File: config.mk
export PLATFORM = sky130hd
export DESIGN_NAME = timer_entry
export DESIGN_NICKNAME = d
export VERILOG_FILES = /design/src/rtl/timer_entry.sv
export SDC_FILE = /design/constraint.sdc
export NUM_CORES = 1
export LEC_CHECK = 0
export BUFFER_PORTS_ARGS = -buffer_cell sky130_fd_sc_hd__buf_2
export CORE_ASPECT_RATIO = 0.8
export CORE_MARGIN = 2
export CORE_UTILIZATION = 45
export CTS_CLUSTER_SIZE = 16
export DETAILED_ROUTE_END_ITERATION = 8
export MAX_ROUTING_LAYER = met4
export PLACE_DENSITY_LB_ADDON = 0.15
export SETUP_SLACK_MARGIN = 0.05
export SLEW_MARGIN = 20
export SYNTH_ARGS = -nofsm -noshare
export SYNTH_HDL_FRONTEND = slang
export SYNTH_SLANG_ARGS = --single-unit
File: constraint.sdc
create_clock -name clk -period 2.7 [get_ports clk]
set_clock_uncertainty 0.1 [all_clocks]
set_input_delay 0.135 -clock clk [delete_from_list [all_inputs] [get_ports clk]]
set_output_delay 0.135 -clock clk [all_outputs]
set_load 0.03 [all_outputs]
File: src/rtl/timer_entry.sv
// timer_entry: keypad front end for the microwave timer digit chain.
// Gathers up to four BCD digits (MM:SS) and checks them on START.
// Loads the down-counter chain and paces it with a divided count enable.
// Also tracks the run, pause and done phases of a cook cycle.
module timer_entry #(
  parameter int TICK_DIV     = 100,
  parameter int SEC_TENS_MAX = 5
) (
  input  logic       clk,
  input  logic       clr,
  input  logic       key_valid,
  input  logic [3:0] key_code,
  input  logic       door_closed,
  input  logic       timer_done,
  output logic [3:0] min_tens,
  output logic [3:0] min_ones,
  output logic [3:0] sec_tens,
  output logic [3:0] sec_ones,
  output logic       loadn,
  output logic       count_en,
  output logic [2:0] entry_cnt,
  output logic       done,
  output logic       err,
  output logic [2:0] state
);

  typedef enum logic [2:0] {
    IDLE  = 3'd0,
    ENTRY = 3'd1,
    LOAD  = 3'd2,
    RUN   = 3'd3,
    PAUSE = 3'd4,
    DONE  = 3'd5
  } state_t;

  localparam int             TW        = (TICK_DIV > 1) ? $clog2(TICK_DIV) : 1;
  localparam logic [TW-1:0]  TICK_LAST = TW'(TICK_DIV - 1);
  localparam logic [3:0]     SEC_MAX   = 4'(SEC_TENS_MAX);

  state_t        cur;
  state_t        nxt;
  logic [15:0]   digits;
  logic [15:0]   digits_nxt;
  logic [2:0]    cnt_nxt;
  logic [TW-1:0] tick;
  logic [TW-1:0] tick_nxt;
  logic          ce_nxt;
  logic          err_nxt;

  logic is_digit;
  logic is_start;
  logic is_stop;
  logic is_clear;

  assign is_digit = key_valid && (key_code <= 4'd9);
  assign is_start = key_valid && (key_code == 4'hA);
  assign is_stop  = key_valid && (key_code == 4'hB);
  assign is_clear = key_valid && (key_code == 4'hC);

  // The digit buffer is one shift register; min_tens is the oldest digit.
  assign min_tens = digits[15:12];
  assign min_ones = digits[11:8];
  assign sec_tens = digits[7:4];
  assign sec_ones = digits[3:0];
  assign state    = cur;

  // Next-state, digit buffer, tick divider and one-cycle pulse decisions.
  always_comb begin
    nxt        = cur;
    digits_nxt = digits;
    cnt_nxt    = entry_cnt;
    tick_nxt   = tick;
    ce_nxt     = 1'b0;
    err_nxt    = 1'b0;
    case (cur)
      IDLE, ENTRY: begin
        if (is_clear) begin
          nxt        = IDLE;
          digits_nxt = '0;
          cnt_nxt    = '0;
        end else if (is_digit) begin
          if (entry_cnt < 3'd4) begin
            digits_nxt = {digits[11:0], key_code};
            cnt_nxt    = entry_cnt + 3'd1;
            nxt        = ENTRY;
          end else begin
            err_nxt = 1'b1;
          end
        end else if (is_start) begin
          if (cur == ENTRY && door_closed && digits != '0 && digits[7:4] <= SEC_MAX) begin
            nxt = LOAD;
          end else begin
            err_nxt = 1'b1;
          end
        end
      end
      LOAD: begin
        nxt      = RUN;
        tick_nxt = '0;
      end
      RUN: begin
        // Exits freeze the divider so a resume finishes the partial second.
        if (!door_closed) begin
          nxt = PAUSE;
        end else if (timer_done) begin
          nxt = DONE;
        end else if (is_stop || is_clear) begin
          nxt = PAUSE;
        end else if (tick == TICK_LAST) begin
          tick_nxt = '0;
          ce_nxt   = 1'b1;
        end else begin
          tick_nxt = tick + 1'b1;
        end
      end
      PAUSE: begin
        if (is_clear) begin
          nxt        = IDLE;
          digits_nxt = '0;
          cnt_nxt    = '0;
        end else if (is_start) begin
          if (door_closed) begin
            nxt = RUN;
          end else begin
            err_nxt = 1'b1;
          end
        end
      end
      DONE: begin
        if (is_clear || !door_closed) begin
          nxt        = IDLE;
          digits_nxt = '0;
          cnt_nxt    = '0;
        end
      end
      default: begin
        nxt        = IDLE;
        digits_nxt = '0;
        cnt_nxt    = '0;
        tick_nxt   = '0;
      end
    endcase
  end

  // State and every output are registered; clr drops the load strobe at once.
  always_ff @(posedge clk or posedge clr) begin
    if (clr) begin
      cur       <= IDLE;
      digits    <= '0;
      entry_cnt <= '0;
      tick      <= '0;
      loadn     <= 1'b1;
      count_en  <= 1'b0;
      done      <= 1'b0;
      err       <= 1'b0;
    end else begin
      cur       <= nxt;
      digits    <= digits_nxt;
      entry_cnt <= cnt_nxt;
      tick      <= tick_nxt;
      loadn     <= (nxt != LOAD);
      count_en  <= ce_nxt;
      done      <= (nxt == DONE);
      err       <= err_nxt;
    end
  end

endmodule
==> run summary <==
Critical setup path kind: reg -> reg
Worst-case vdd ir drop: 533.7 uV
Hold Vio Cnt, Final: 0
Share of final-layout standard cells stronger than drive strength 1: 0.3386
P_int: 1.181 mW
Std cell rows: 19
Clock transition at the registers of the reported paths: 0.07 ns
Final routed wirelength across all metal layers: 3730 microns
Per-instance average area after synthesis: 11.24 sq um
Post-CTS Setup Inserts: 0
Slew HR: 0.4039
CP startpoint kind: flop
Total die area: 4230 sq um
Arrival time at the worst endpoint: 2.13 ns
Dominant cells by area after synthesis: dfrtp_1, a22o_1, a22o_2
Detailed Place HPWL: 2650 microns
Filler Cells Inserted: 316
Number of violations of the max-capacitance limit: 0
Sink Count: 33
Count of buffer and inverter cells on the critical path: 1
#FFs+latches synth: 33
Clock buffers created by TritonCTS: 5
Crit-path slowest cell: dfrtp_1
Largest net degree at the start of global routing: 34
Sw frac: 0.4266
Sequence of cells on the critical path: inv_1 > nor3_2 > nand3_1 > or3_1 > nand3_1
EDFF count, synth: 0
# port buffers: 34
CTS hold repair buffers: 1
Clock root cell: clkbuf_8
Number of antenna violations at the first check in global routing: 0
Vias in the first global route: 1329
First-pass iteration count of the detailed router: 4
Number of synthesis warnings: 0
Status: finished clean
Post-route antenna net violation count: 0
Post-Place Setup Slack: 0.7067 ns
Max-slew violation count: 0
Type of the worst min-delay path: in -> reg
Commonest register cell after synthesis: dfrtp_1
Via/cell ratio: 6.056
Clock tree from TritonCTS: done
Achievable clock frequency: 0.4979 GHz
Post-synth cell types: 51
Die height: 58.58 microns
Final cycle utilization of the critical path: 0.7438
Wire length of the first global-routing pass: 6451 microns
RD Place Congestion: 0.8754
Post-synth top area cell: dfrtp_1
Logic pwr share: 0.400
Kind of capture point of the worst setup path: flop
Count of unresolved DRC violations after routing: 0
Pin slew with the least headroom to its limit: 0.8875 ns
Core area: 3495 sq um
Boundary pin count: 35
Iteration-0 DRC Markers: 111
Most common cell after layout, fill and taps aside: buf_2
Cell area power density: 1046 nW/um^2
Latest clock arrival within the worst-skew pair: 0.29 ns
GRT Overall Usage: 0.2072
Total negative setup slack: 0 ns
Delay contributed by the slowest stage of the critical path: 0.59 ns
Antenna cells: 0
Area occupied by registers: 827.0 sq um
Sequential Power Share: 0.401
Clock share of power: 0.199
Data required time at the worst endpoint: 2.82 ns
R2r setup slk: 0.69 ns
Vias after detailed routing: 1399
Cells after Synth: 149
Delay-heaviest family, CP: simple AND/OR/NAND/NOR gates
Switching pwr: 0.8786 mW
Sequential share of the synthesized area: 0.4937
DR WL/cell: 16.15 microns
Most Frequent Cell on Critical Path: nand3_1
Post-route worst setup slack: 0.6917 ns
Effective utilization at floorplan: 0.4794
Total of cells resized after clock tree synthesis: 0
Layout overhead on the synthesized area: 17.55%
Post-synthesis net count: 160
Max Buffers Root-to-Sink: 2
Deepest level of the CTS H-tree: 2
Yosys top cell area share: 0.4780
Period minus WS final: 2.008 ns
Multi-input gate area: 782.0 sq um
Synth async-reset ratio: 1.000
X dimension of the die: 72.22 microns
Total overflow reported by the global router: 0
Setup Viol. Count Final: 0
RSZ-0062 raised after global routing: false
Leak Pwr: 0.9395 nW
Final net count: 199
Post-synthesis cell area: 1675 sq um
Most frequent cells in the layout: buf_2, dfrtp_1, nand2_1, o21ai_0, a22o_1
Max FO, Critical Path: 11
==> logic make-up after synthesis <==
family | after synthesis | synth area share
AO/OA/AOI/OAI | 49 | 0.2263
flip-flops | 33 | 0.4937
multiplexers | 3 | 0.01867
adder cells (fa/ha/maj) | 2 | 0.01493
buffers and inverters | 9 | 0.03958
AND/OR/NAND/NOR | 53 | 0.2069
==> area by class of cell <==
cell class,count,share of cell area
multi-input combinational,107,0.3971
inverter,5,0.009530
tap,42,0.02668
timing repair buffer,36,0.09530
clock inverter,1,0.002541
sequential,33,0.4199
clock buffer,7,0.04892
==> state kept, by name, indices dropped and copies added (netlist names) <==
name       count
tick           7
entry_cnt      3
count_en       1
done           1
err            1
digits        16
state          3
loadn          1
==> power by group through the flow <==
stage	sequential, mW	combinational, mW	clock [mW]
final	0.826	0.824	0.409
after detailed placement	0.835	0.825	0
after CTS	0.826	0.831	0.416
after global placement	0.825	0.816	0
after floorplan	1.09	0.328	0
after global routing	0.858	0.892	0.444
==> metal layers <==
metal	vias up	track usage	wire length, microns	share of wire
met4	0	0.09704	44	0.012
met2	43	0.2805	1582	0.42
met3	6	0.05651	216	0.058
met5	-	-	0	0
met1	695	0.2879	1887	0.51
li1	655	-	-	-
==> stage by stage <==
stage | utilization | total power [mW] | hold slack (ns) | instances | cell area [sq um]
finish | 0.5636 | 2.060 | 0.02008 | 231 | 1969
global route | 0.5636 | 2.194 | 0.02505 | 231 | 1969
CTS | 0.5636 | 2.073 | 0.02243 | 231 | 1969
detailed placement | 0.5317 | 1.660 | 0.1581 | 222 | 1858
global placement | 0.5317 | 1.641 | 0.1369 | 222 | 1858
floorplan | - | 1.417 | 0.1632 | 149 | 1675
==> Yosys cell counts (all sizes together) (2+ instances only) <==
| master | n |
|---|---|
| a211oi | 2 |
| a21o | 3 |
| a21oi | 4 |
| a22o | 16 |
| a31oi | 4 |
| and2 | 3 |
| and3 | 3 |
| buf | 3 |
| dfrtp | 32 |
| ha | 2 |
| inv | 5 |
| mux2i | 2 |
| nand2 | 10 |
| nand2b | 5 |
| nand3 | 4 |
| nand3b | 3 |
| nand4 | 2 |
| nor2 | 4 |
| nor3 | 2 |
| nor4 | 6 |
| o21ai | 11 |
| or3 | 2 |
| or3b | 2 |
| or4 | 2 |
==> final timing paths <==
path,startpoint,end,cells after the start
hold reg to reg,tick[6],tick[6],1
setup / recovery,state[1],tick[5],5
max in group asynchronous,clr,loadn,4
min in group asynchronous,clr,digits[4],4
hold / removal,key_code[3],digits[3],2
setup reg to reg,state[1],tick[5],5
No activity file was read; power rests on OpenSTA's default activity.
